--- src/rtl/fence_ctrl_pkg.sv ---
// Shared types for the fence/flush sequencer.
//   fence_type_e  : encoding of the fence class presented on req_type_i
//   fence_state_e : sequencer state register encoding
//   fence_is_legal: decides whether a raw request type may be executed
package fence_ctrl_pkg;

  typedef enum logic [2:0] {
    FENCE       = 3'd0,
    FENCE_I     = 3'd1,
    SFENCE_VMA  = 3'd2,
    HFENCE_VVMA = 3'd3,
    HFENCE_GVMA = 3'd4
  } fence_type_e;

  typedef enum logic [2:0] {
    ST_IDLE      = 3'd0,
    ST_DRAIN     = 3'd1,
    ST_FLUSH_DC  = 3'd2,
    ST_FLUSH_IC  = 3'd3,
    ST_FLUSH_TLB = 3'd4,
    ST_DONE      = 3'd5,
    ST_ILLEGAL   = 3'd6
  } fence_state_e;

  // Hypervisor fences only exist when the H extension is configured.
  function automatic logic fence_is_legal(input logic [2:0] req_type, input logic rvh);
    logic legal;
    legal = 1'b0;
    case (req_type)
      3'd0, 3'd1, 3'd2: legal = 1'b1;
      3'd3, 3'd4:       legal = rvh;
      default:          legal = 1'b0;
    endcase
    return legal;
  endfunction

endpackage

--- src/rtl/fence_flush_ctrl_sat_counter.sv ---
// Clearable saturating up-counter.
//   clk_i, rst_ni : clock, asynchronous active-low reset
//   clr_i         : load zero (has priority over increment)
//   inc_i         : count up by one, sticking at all-ones
//   cnt_o         : current count
module sat_counter #(
  parameter int unsigned Width = 16
) (
  input  logic             clk_i,
  input  logic             rst_ni,
  input  logic             clr_i,
  input  logic             inc_i,
  output logic [Width-1:0] cnt_o
);

  always_ff @(posedge clk_i or negedge rst_ni) begin
    if (!rst_ni) begin
      cnt_o <= '0;
    end else if (clr_i) begin
      cnt_o <= '0;
    end else if (inc_i && (cnt_o != {Width{1'b1}})) begin
      cnt_o <= cnt_o + Width'(1);
    end
  end

endmodule

--- src/rtl/fence_flush_ctrl.sv ---
// Fence sequencer at commit. Accepts one fence-class instruction at a time,
// waits for the store buffer and D$ write buffer to drain, then issues the
// D$ / I$ / TLB flush commands the fence needs in a fixed order and reports
// completion with a single done pulse.
// Ports:
//   clk_i, rst_ni        : clock, asynchronous active-low reset
//   req_valid_i/type_i   : fence request from commit; req_ready_o high in IDLE
//   stb_empty_i          : store buffer empty
//   wbuf_empty_i         : D$ write buffer empty
//   flush_dcache_o       : level request to D$, held until flush_dcache_ack_i
//   flush_icache_o       : one-cycle I$ flush pulse
//   flush_tlb_*_o        : one-cycle TLB flush pulses (SFENCE / HFENCE.VVMA / HFENCE.GVMA)
//   done_o, illegal_o    : one-cycle completion / rejection pulses
//   busy_o               : sequencer not idle
//   busy_cycles_o        : non-idle cycles of the last or current request (saturating)
module fence_flush_ctrl
  import fence_ctrl_pkg::*;
#(
  parameter bit          DcacheFlushOnFence = 1'b0,
  parameter bit          DcacheWriteBack    = 1'b0,
  parameter bit          RVH                = 1'b1,
  parameter int unsigned CntWidth           = 16
) (
  input  logic                clk_i,
  input  logic                rst_ni,
  input  logic                req_valid_i,
  input  logic [2:0]          req_type_i,
  output logic                req_ready_o,
  input  logic                stb_empty_i,
  input  logic                wbuf_empty_i,
  output logic                flush_dcache_o,
  input  logic                flush_dcache_ack_i,
  output logic                flush_icache_o,
  output logic                flush_tlb_o,
  output logic                flush_tlb_vvma_o,
  output logic                flush_tlb_gvma_o,
  output logic                done_o,
  output logic                illegal_o,
  output logic                busy_o,
  output logic [CntWidth-1:0] busy_cycles_o
);

  fence_state_e state;
  fence_type_e  type_q;
  logic         accept;

  assign accept = req_valid_i && (state == ST_IDLE);

  always_ff @(posedge clk_i or negedge rst_ni) begin
    if (!rst_ni) begin
      state  <= ST_IDLE;
      type_q <= FENCE;
    end else begin
      case (state)
        ST_IDLE: begin
          if (req_valid_i) begin
            type_q <= fence_type_e'(req_type_i);
            state  <= fence_is_legal(req_type_i, RVH) ? ST_DRAIN : ST_ILLEGAL;
          end
        end
        ST_DRAIN: begin
          if (stb_empty_i && wbuf_empty_i) begin
            case (type_q)
              FENCE:   state <= DcacheFlushOnFence ? ST_FLUSH_DC : ST_DONE;
              // A write-back D$ may hold dirty lines the I$ must observe.
              FENCE_I: state <= (DcacheFlushOnFence || DcacheWriteBack) ? ST_FLUSH_DC : ST_FLUSH_IC;
              default: state <= ST_FLUSH_TLB;
            endcase
          end
        end
        ST_FLUSH_DC: begin
          if (flush_dcache_ack_i) begin
            state <= (type_q == FENCE_I) ? ST_FLUSH_IC : ST_DONE;
          end
        end
        ST_FLUSH_IC:  state <= ST_DONE;
        ST_FLUSH_TLB: state <= ST_DONE;
        ST_DONE:      state <= ST_IDLE;
        ST_ILLEGAL:   state <= ST_IDLE;
        default:      state <= ST_IDLE;
      endcase
    end
  end

  // All outputs are decodes of registered state, so reset clears them
  // asynchronously and nothing on req_* reaches a flush output in the same cycle.
  assign req_ready_o      = (state == ST_IDLE);
  assign busy_o           = (state != ST_IDLE);
  assign flush_dcache_o   = (state == ST_FLUSH_DC);
  assign flush_icache_o   = (state == ST_FLUSH_IC);
  assign flush_tlb_o      = (state == ST_FLUSH_TLB) && (type_q == SFENCE_VMA);
  assign flush_tlb_vvma_o = (state == ST_FLUSH_TLB) && (type_q == HFENCE_VVMA);
  assign flush_tlb_gvma_o = (state == ST_FLUSH_TLB) && (type_q == HFENCE_GVMA);
  assign done_o           = (state == ST_DONE);
  assign illegal_o        = (state == ST_ILLEGAL);

  sat_counter #(
    .Width (CntWidth)
  ) u_busy_cnt (
    .clk_i  (clk_i),
    .rst_ni (rst_ni),
    .clr_i  (accept),
    .inc_i  (busy_o),
    .cnt_o  (busy_cycles_o)
  );

endmodule

--- config.mk ---
export PLATFORM = sky130hd
export DESIGN_NAME = fence_flush_ctrl
export DESIGN_NICKNAME = d
export VERILOG_FILES = /design/src/rtl/fence_ctrl_pkg.sv /design/src/rtl/fence_flush_ctrl_sat_counter.sv /design/src/rtl/fence_flush_ctrl.sv
export SDC_FILE = /design/constraint.sdc
export NUM_CORES = 1
export LEC_CHECK = 0
export CORE_UTILIZATION = 54
export CTS_BUF_LIST = sky130_fd_sc_hd__clkbuf_8
export DETAILED_ROUTE_END_ITERATION = 10
export PLACE_DENSITY = 0.87
export SLEW_MARGIN = 25
export SYNTH_ARGS = -nofsm -noshare
export SYNTH_HDL_FRONTEND = slang
export SYNTH_SLANG_ARGS = --single-unit
export TNS_END_PERCENT = 50
--- constraint.sdc ---
create_clock -name clk_i -period 4.98 [get_ports clk_i]
set_clock_uncertainty 0.15 [all_clocks]
set_input_delay 1.494 -clock clk_i [delete_from_list [all_inputs] [get_ports clk_i]]
set_output_delay 1.494 -clock clk_i [all_outputs]
set_load 0.03 [all_outputs]
==> impl_metrics.py, run 1 <==
metrics = {
    "die": {
        "core_area_um2": 2300,
        "initial_utilization": 0.592,
        "die-area_um2": 2720,
        "io_pins": 34,
        "rows": 17,
        "die_width_um": 52.2,
        "die_h_um": 52.2,
    },
    "worst_hold_path": {
        "min_to": "u_busy_cnt.cnt_o[15]$_DFFE_PN0P_",
        "min_path_type": "reg2reg",
        "hold_depth": 2,
        "holdCritStartpoint": "u_busy_cnt.cnt_o[15]$_DFFE_PN0P_",
    },
    "clocking": {
        "cts_resized": 0,
        "clkLatencyLatePin_ns": 0.27,
        "htreeDepth": 1,
        "cts_max_path_buffers": 2,
        "cts.reportedPaths.clkPinSlew_ns": 0.08,
        "cts_buffers": 3,
        "cts_tree": "yes",
        "clock_sinks": 22,
        "post-cts-setup-buffer-count": 0,
        "cts-root-buf": "clkbuf_8",
        "hold_buffers": 0,
    },
    "cells_and_area": {
        "syn_to_final_growth_pct": 26.3,
        "final_layout_size_suffix_gt1_frac": 0.0678,
        "final_nets": 189,
        "final-instance-count-excl-fill": 205,
        "n_antenna_cell": 0,
        "n_fill_cell": 162,
    },
    "run": {
        "max_cap_violations": 0,
    },
    "worst_setup_path": {
        "cp-end-kind": "output pin",
        "r2r_cells": 5,
        "startpoint_type": "register",
        "path_class": "reg2out",
        "r2r-end": "u_busy_cnt.cnt_o[11]$_DFFE_PN0P_",
        "reg2reg_slack_ns": 2.73,
        "worstPathArrival_ns": 2.38,
        "crit_fanout": 11,
        "rr_startpoint": "state[0]$_DFFE_PN0P_",
        "critPathRequiredTime_ns": 3.34,
    },
    "routing": {
        "vias_per_cell": 6.40,
        "ant_nets": 0,
        "drc": 0,
        "drtIter0Drc": 50,
        "routedWlPerCell_um": 16.3,
        "drt_first_pass_iters": 4,
        "vias": 1312,
        "routed_wirelength_mm": 3.34,
    },
    "global_route": {
        "overflow": 0,
        "antenna_found_initial": 0,
        "grt_max_degree": 23,
        "grt_pass1_vias": 1191,
        "grt_pass1_wl_mm": 5.51,
        "track_usage": 0.275,
    },
    "placement": {
        "io_buffers": 33,
        "dp_hpwl_mm": 2.42,
        "gp_congestion": 0.827,
        "dp_cells": 202,
    },
    "yosys": {
        "syn_nets": 157,
        "synth.distinct_cells": 48,
        "synthTopCellsByArea": "dfrtp_1 40%, nand2_1 5.5%, mux2i_1 2.9%",
        "syn_area_um2": 1360,
        "ys_async_sr_fraction": 1.00,
        "synth_area_leader_cell": "dfrtp_1",
        "yosysTopAreaCellShare": 0.405,
        "synth_ff_type": "dfrtp_1",
        "synth_commonest_cells": "22 x dfrtp_1, 20 x nand2_1, 7 x a21oi_1, 7 x nor2_1, 7 x o21ai_0",
        "ys_seq_area_frac": 0.405,
        "postSynthAreaPerCell_um2": 9.25,
        "syn_inst": 147,
        "synth.most_common_cell": "dfrtp_1",
        "synth_warnings": 0,
        "ys_ff_latch": 22,
        "synth_edf_count": 0,
    },
    "power_and_ir_drop": {
        "p_leak_nw": 0.692,
        "power_frac_seq": 0.388,
        "combPwrFrac": 0.460,
        "p_int_w": 0.000410,
        "p_sw_w": 0.000334,
        "powerDensity_nw_per_um2": 434,
        "switching_share": 0.449,
        "clkPwrFrac": 0.152,
        "power.total_w": 0.000745,
        "peakVddDrop_mv": 0.338,
    },
    "timing": {
        "setup_tns_ns": 0,
        "max_freq_mhz": 248,
        "slew_headroom": 0.587,
        "period_needed_ns": 4.03,
        "rsz0062_at_grt": "false",
        "period_share": 0.809,
        "setup_viol": 0,
        "hold_viol_final": 0,
        "slew_violations": 0,
        "worst_pin_slew_ns": 0.614,
    },
    "outcome": {
        "status": "complete, no violations",
    },
}
power groups by stage:
stage	sequential, W	combinational, W	clock, W
after floorplan	0.000288	0.000237	0
after global placement	0.000283	0.000329	0
after detailed placement	0.000288	0.000340	0
after CTS	0.000286	0.000342	0.000116
after global routing	0.000297	0.000374	0.000121
final	0.000289	0.000342	0.000113
registers in the layout, summed over array words and instances, names as in the netlist:
signal,cells
state,3
type_q,3
u_busy_cnt.cnt_o,16
worst max-delay path, cell delays in order, from the launching register on:
cell and delay [ns]:
dfrtp_1 0.52, inv_1 0.15, or4_1 0.53, nor3b_1 0.22, clkdlybuf4s50_1 0.70
per-layer routing:
layer  vias to the layer above  share of wire  wire length [um]  global-route usage
met5                         -              0                 0                   0
met1                       641           0.46              1530               0.387
met3                         3          0.048               159              0.0377
met2                        41           0.49              1620               0.440
met4                         0         0.0081                27              0.0789
li1                        627              -                 -                   -
worst max path at each step:
stage               slack [ns]  cells after the start     endpoint                 start
floorplan                 1.52                      4  flush_tlb_o  state[2]$_DFFE_PN0P_
global placement          1.35                      4  flush_tlb_o  state[2]$_DFFE_PN0P_
detailed placement        1.26                      4  flush_tlb_o  state[2]$_DFFE_PN0P_
CTS                       0.96                      4  flush_tlb_o  state[2]$_DFFE_PN0P_
global route              0.81                      4  flush_tlb_o  state[2]$_DFFE_PN0P_
finish                    0.95                      4  flush_tlb_o  state[2]$_DFFE_PN0P_
cell families after synthesis:
| group | share of synthesized area |
|---|---|
| AOI/OAI and AO/OA | 0.182 |
| adders and majority gates | 0.00920 |
| buffers and inverters | 0.0432 |
| DFF | 0.405 |
| muxes | 0.0377 |
| and+or+nand+nor | 0.323 |
cell usage in the layout, fill, tap and decap left out, types with 2 or more instances in the layout:
cell	instances
and4_1	2
nor4_1	2
a211oi_1	2
nand2_1	20
clkbuf_8	3
o31ai_1	3
o21ai_0	7
a41oi_1	2
nor2_1	7
dfrtp_1	22
inv_1	4
nor3b_1	3
a31oi_1	3
a21oi_1	7
and3_1	5
nand3_1	4
or4_1	2
clkdlybuf4s50_1	32
nand4_1	4
o211ai_1	2
or3_1	5
nand2b_1	3
mux2i_1	4
nor3_1	6
layout make-up:
class / instances / area, um^2 / share of cell area
multi-input combinational: 115 / 751 / 0.437
sequential: 22 / 551 / 0.320
timing repair buffer: 33 / 325 / 0.189
clock buffer: 3 / 41.3 / 0.0240
tap: 28 / 35.0 / 0.0204
inverter: 4 / 15.0 / 0.00874
stage by stage:
stage               worst slack (ns)  utilization  instance area, um^2  hold slack, ns
global placement                1.35        0.732                 1680           0.379
floorplan                       1.52            -                 1360           0.344
CTS                            0.957        0.750                 1720           0.420
finish                         0.951        0.748                 1720           0.425
global route                   0.809        0.748                 1720           0.451
detailed placement              1.26        0.732                 1680           0.414
(Power assumes the default switching activity.)
==> inputs of run 2 (changes only) <==
CORE_UTILIZATION = 46   (was 54)
PLACE_DENSITY = 0.78   (was 0.87)
clock period = 3.45 ns   (was 4.98 ns; I/O delays follow)
==> impl_metrics.py, run 2 (synthesized netlist as in run 1, its figures left out) <==
metrics = {
    "outcome": {
        "status": "complete, no violations",
    },
    "worst_setup_path": {
        "rr_startpoint": "state[1]$_DFFE_PN0P_",
        "reg2reg_slack_ns": 1.20,
        "cpMaxStageDelayCell": "clkdlybuf4s50_1",
        "path_buf_inv": 2,
        "startpoint_type": "register",
        "path_delay_family": "buffers and inverters",
        "crit_fanout": 12,
        "crit_path_cell_trace": "or3_4, inv_1, clkdlybuf4s50_1",
        "cp-startpoint": "state[1]$_DFFE_PN0P_",
        "worstPathArrival_ns": 2.08,
        "r2r-end": "u_busy_cnt.cnt_o[11]$_DFFE_PN0P_",
        "r2r_cells": 5,
        "critPathRequiredTime_ns": 2.26,
        "path_class": "reg2out",
        "cp_slowest_stage_delay_ns": 0.69,
        "cp-end-kind": "output pin",
    },
    "routing": {
        "vias_per_cell": 6.10,
        "drc": 0,
        "routed_wirelength_mm": 3.22,
        "drtIter0Drc": 44,
        "drt_first_pass_iters": 4,
        "ant_nets": 0,
        "routedWlPerCell_um": 15.3,
        "vias": 1288,
    },
    "cells_and_area": {
        "design_area_um2": 1750,
        "n_fill_cell": 240,
        "n_antenna_cell": 0,
        "largest_reg_flops": 16,
        "final_nets": 192,
        "top_register": "u_busy_cnt.cnt_o",
        "top_regs": "u_busy_cnt.cnt_o x16, state x3, type_q x3",
        "final-instance-count-excl-fill": 211,
        "final_layout_size_suffix_gt1_frac": 0.0778,
        "syn_to_final_growth_pct": 29.0,
        "layout_commonest_cell": "clkdlybuf4s50_1",
        "final_cell_mix": "31 x clkdlybuf4s50_1, 22 x dfrtp_1, 20 x nand2_1",
    },
    "timing": {
        "max_freq_mhz": 306,
        "period_share": 0.947,
        "rsz0062_at_grt": "false",
        "whs_ns": 0.417,
        "slew_violations": 0,
        "period_needed_ns": 3.27,
        "setup_viol": 0,
        "hold_viol_final": 0,
        "setup_tns_ns": 0,
        "slew_headroom": 0.578,
        "worst_pin_slew_ns": 0.629,
    },
    "placement": {
        "io_buffers": 33,
        "place_area_um2": 1710,
        "dp_cells": 208,
        "dp_hpwl_mm": 2.37,
        "gp_congestion": 0.789,
    },
    "clocking": {
        "cts.reportedPaths.clkPinSlew_ns": 0.07,
        "clkLatencyLatePin_ns": 0.26,
        "hold_buffers": 0,
        "cts_max_path_buffers": 2,
        "cts_buffers": 3,
        "post-cts-setup-buffer-count": 0,
        "cts_tree": "yes",
        "clock_sinks": 22,
        "htreeDepth": 1,
        "cts_resized": 0,
        "cts-root-buf": "clkbuf_8",
    },
    "die": {
        "die_width_um": 56.4,
        "core_area_um2": 2780,
        "io_pins": 34,
        "die-area_um2": 3180,
        "initial_utilization": 0.489,
        "die_h_um": 56.4,
        "rows": 19,
    },
    "power_and_ir_drop": {
        "power_frac_seq": 0.356,
        "power.total_w": 0.00108,
        "p_sw_w": 0.000468,
        "switching_share": 0.435,
        "combPwrFrac": 0.499,
        "p_int_w": 0.000608,
        "powerDensity_nw_per_um2": 614,
        "peakVddDrop_mv": 0.559,
        "clkPwrFrac": 0.145,
        "p_leak_nw": 0.744,
    },
    "global_route": {
        "grt_pass1_wl_mm": 5.55,
        "antenna_found_initial": 0,
        "overflow": 0,
        "track_usage": 0.220,
        "grt_pass1_vias": 1250,
        "grt_max_degree": 23,
    },
    "worst_hold_path": {
        "min_path_type": "reg2reg",
        "hold_depth": 2,
        "min_to": "type_q[0]$_DFFE_PN0P_",
        "holdCritStartpoint": "type_q[0]$_DFFE_PN0P_",
    },
    "run": {
        "max_cap_violations": 0,
    },
}
## run 2: worst max path at each step
stage	slack [ns]	depth (start not counted)	endpoint
final	0.18	3	req_ready_o
after floorplan	0.44	4	flush_tlb_o
after CTS	0.04	3	flush_tlb_o
after detailed placement	0.33	3	flush_tlb_o
after global placement	0.36	3	flush_tlb_o
after global routing	0.12	3	req_ready_o
## run 2: layout make-up
type | count | area [um^2] | area share
clock buffer | 3 | 41.3 | 0.0235
timing repair buffer | 36 | 358 | 0.204
tap | 31 | 38.8 | 0.0221
multi-input combinational | 115 | 751 | 0.428
sequential | 22 | 551 | 0.314
inverter | 4 | 15.0 | 0.00856
## run 2: worst register-to-register path: stages (launching register included)
cell and delay [ns]:
dfrtp_1 0.47, or3_4 0.50, inv_1 0.16, and2_1 0.47, nor2_1 0.12, a41o_1 0.27
## run 2: power groups by stage
stage,Sequential (W),Combinational (W),Clock (W)
2_1_floorplan,0.000416,0.000342,0
3_3_place_gp,0.000382,0.000524,0
3_5_place_dp,0.000388,0.000539,0
4_1_cts,0.000383,0.000541,0.000164
5_1_grt,0.000397,0.000587,0.000168
6_report,0.000383,0.000537,0.000156
## run 2: metal layers
layer,part of all wire,GRT usage,wire length [um]
met1,0.44,0.291,1420
met2,0.50,0.367,1600
met3,0.038,0.0276,124
met4,0.024,0.0836,78
met5,0,0,0
## run 2: stage by stage
step,setup slack [ns],util
finish,0.183,0.631
global route,0.119,0.631
CTS,0.0367,0.629
detailed placement,0.328,0.614
global placement,0.364,0.614
floorplan,0.444,-
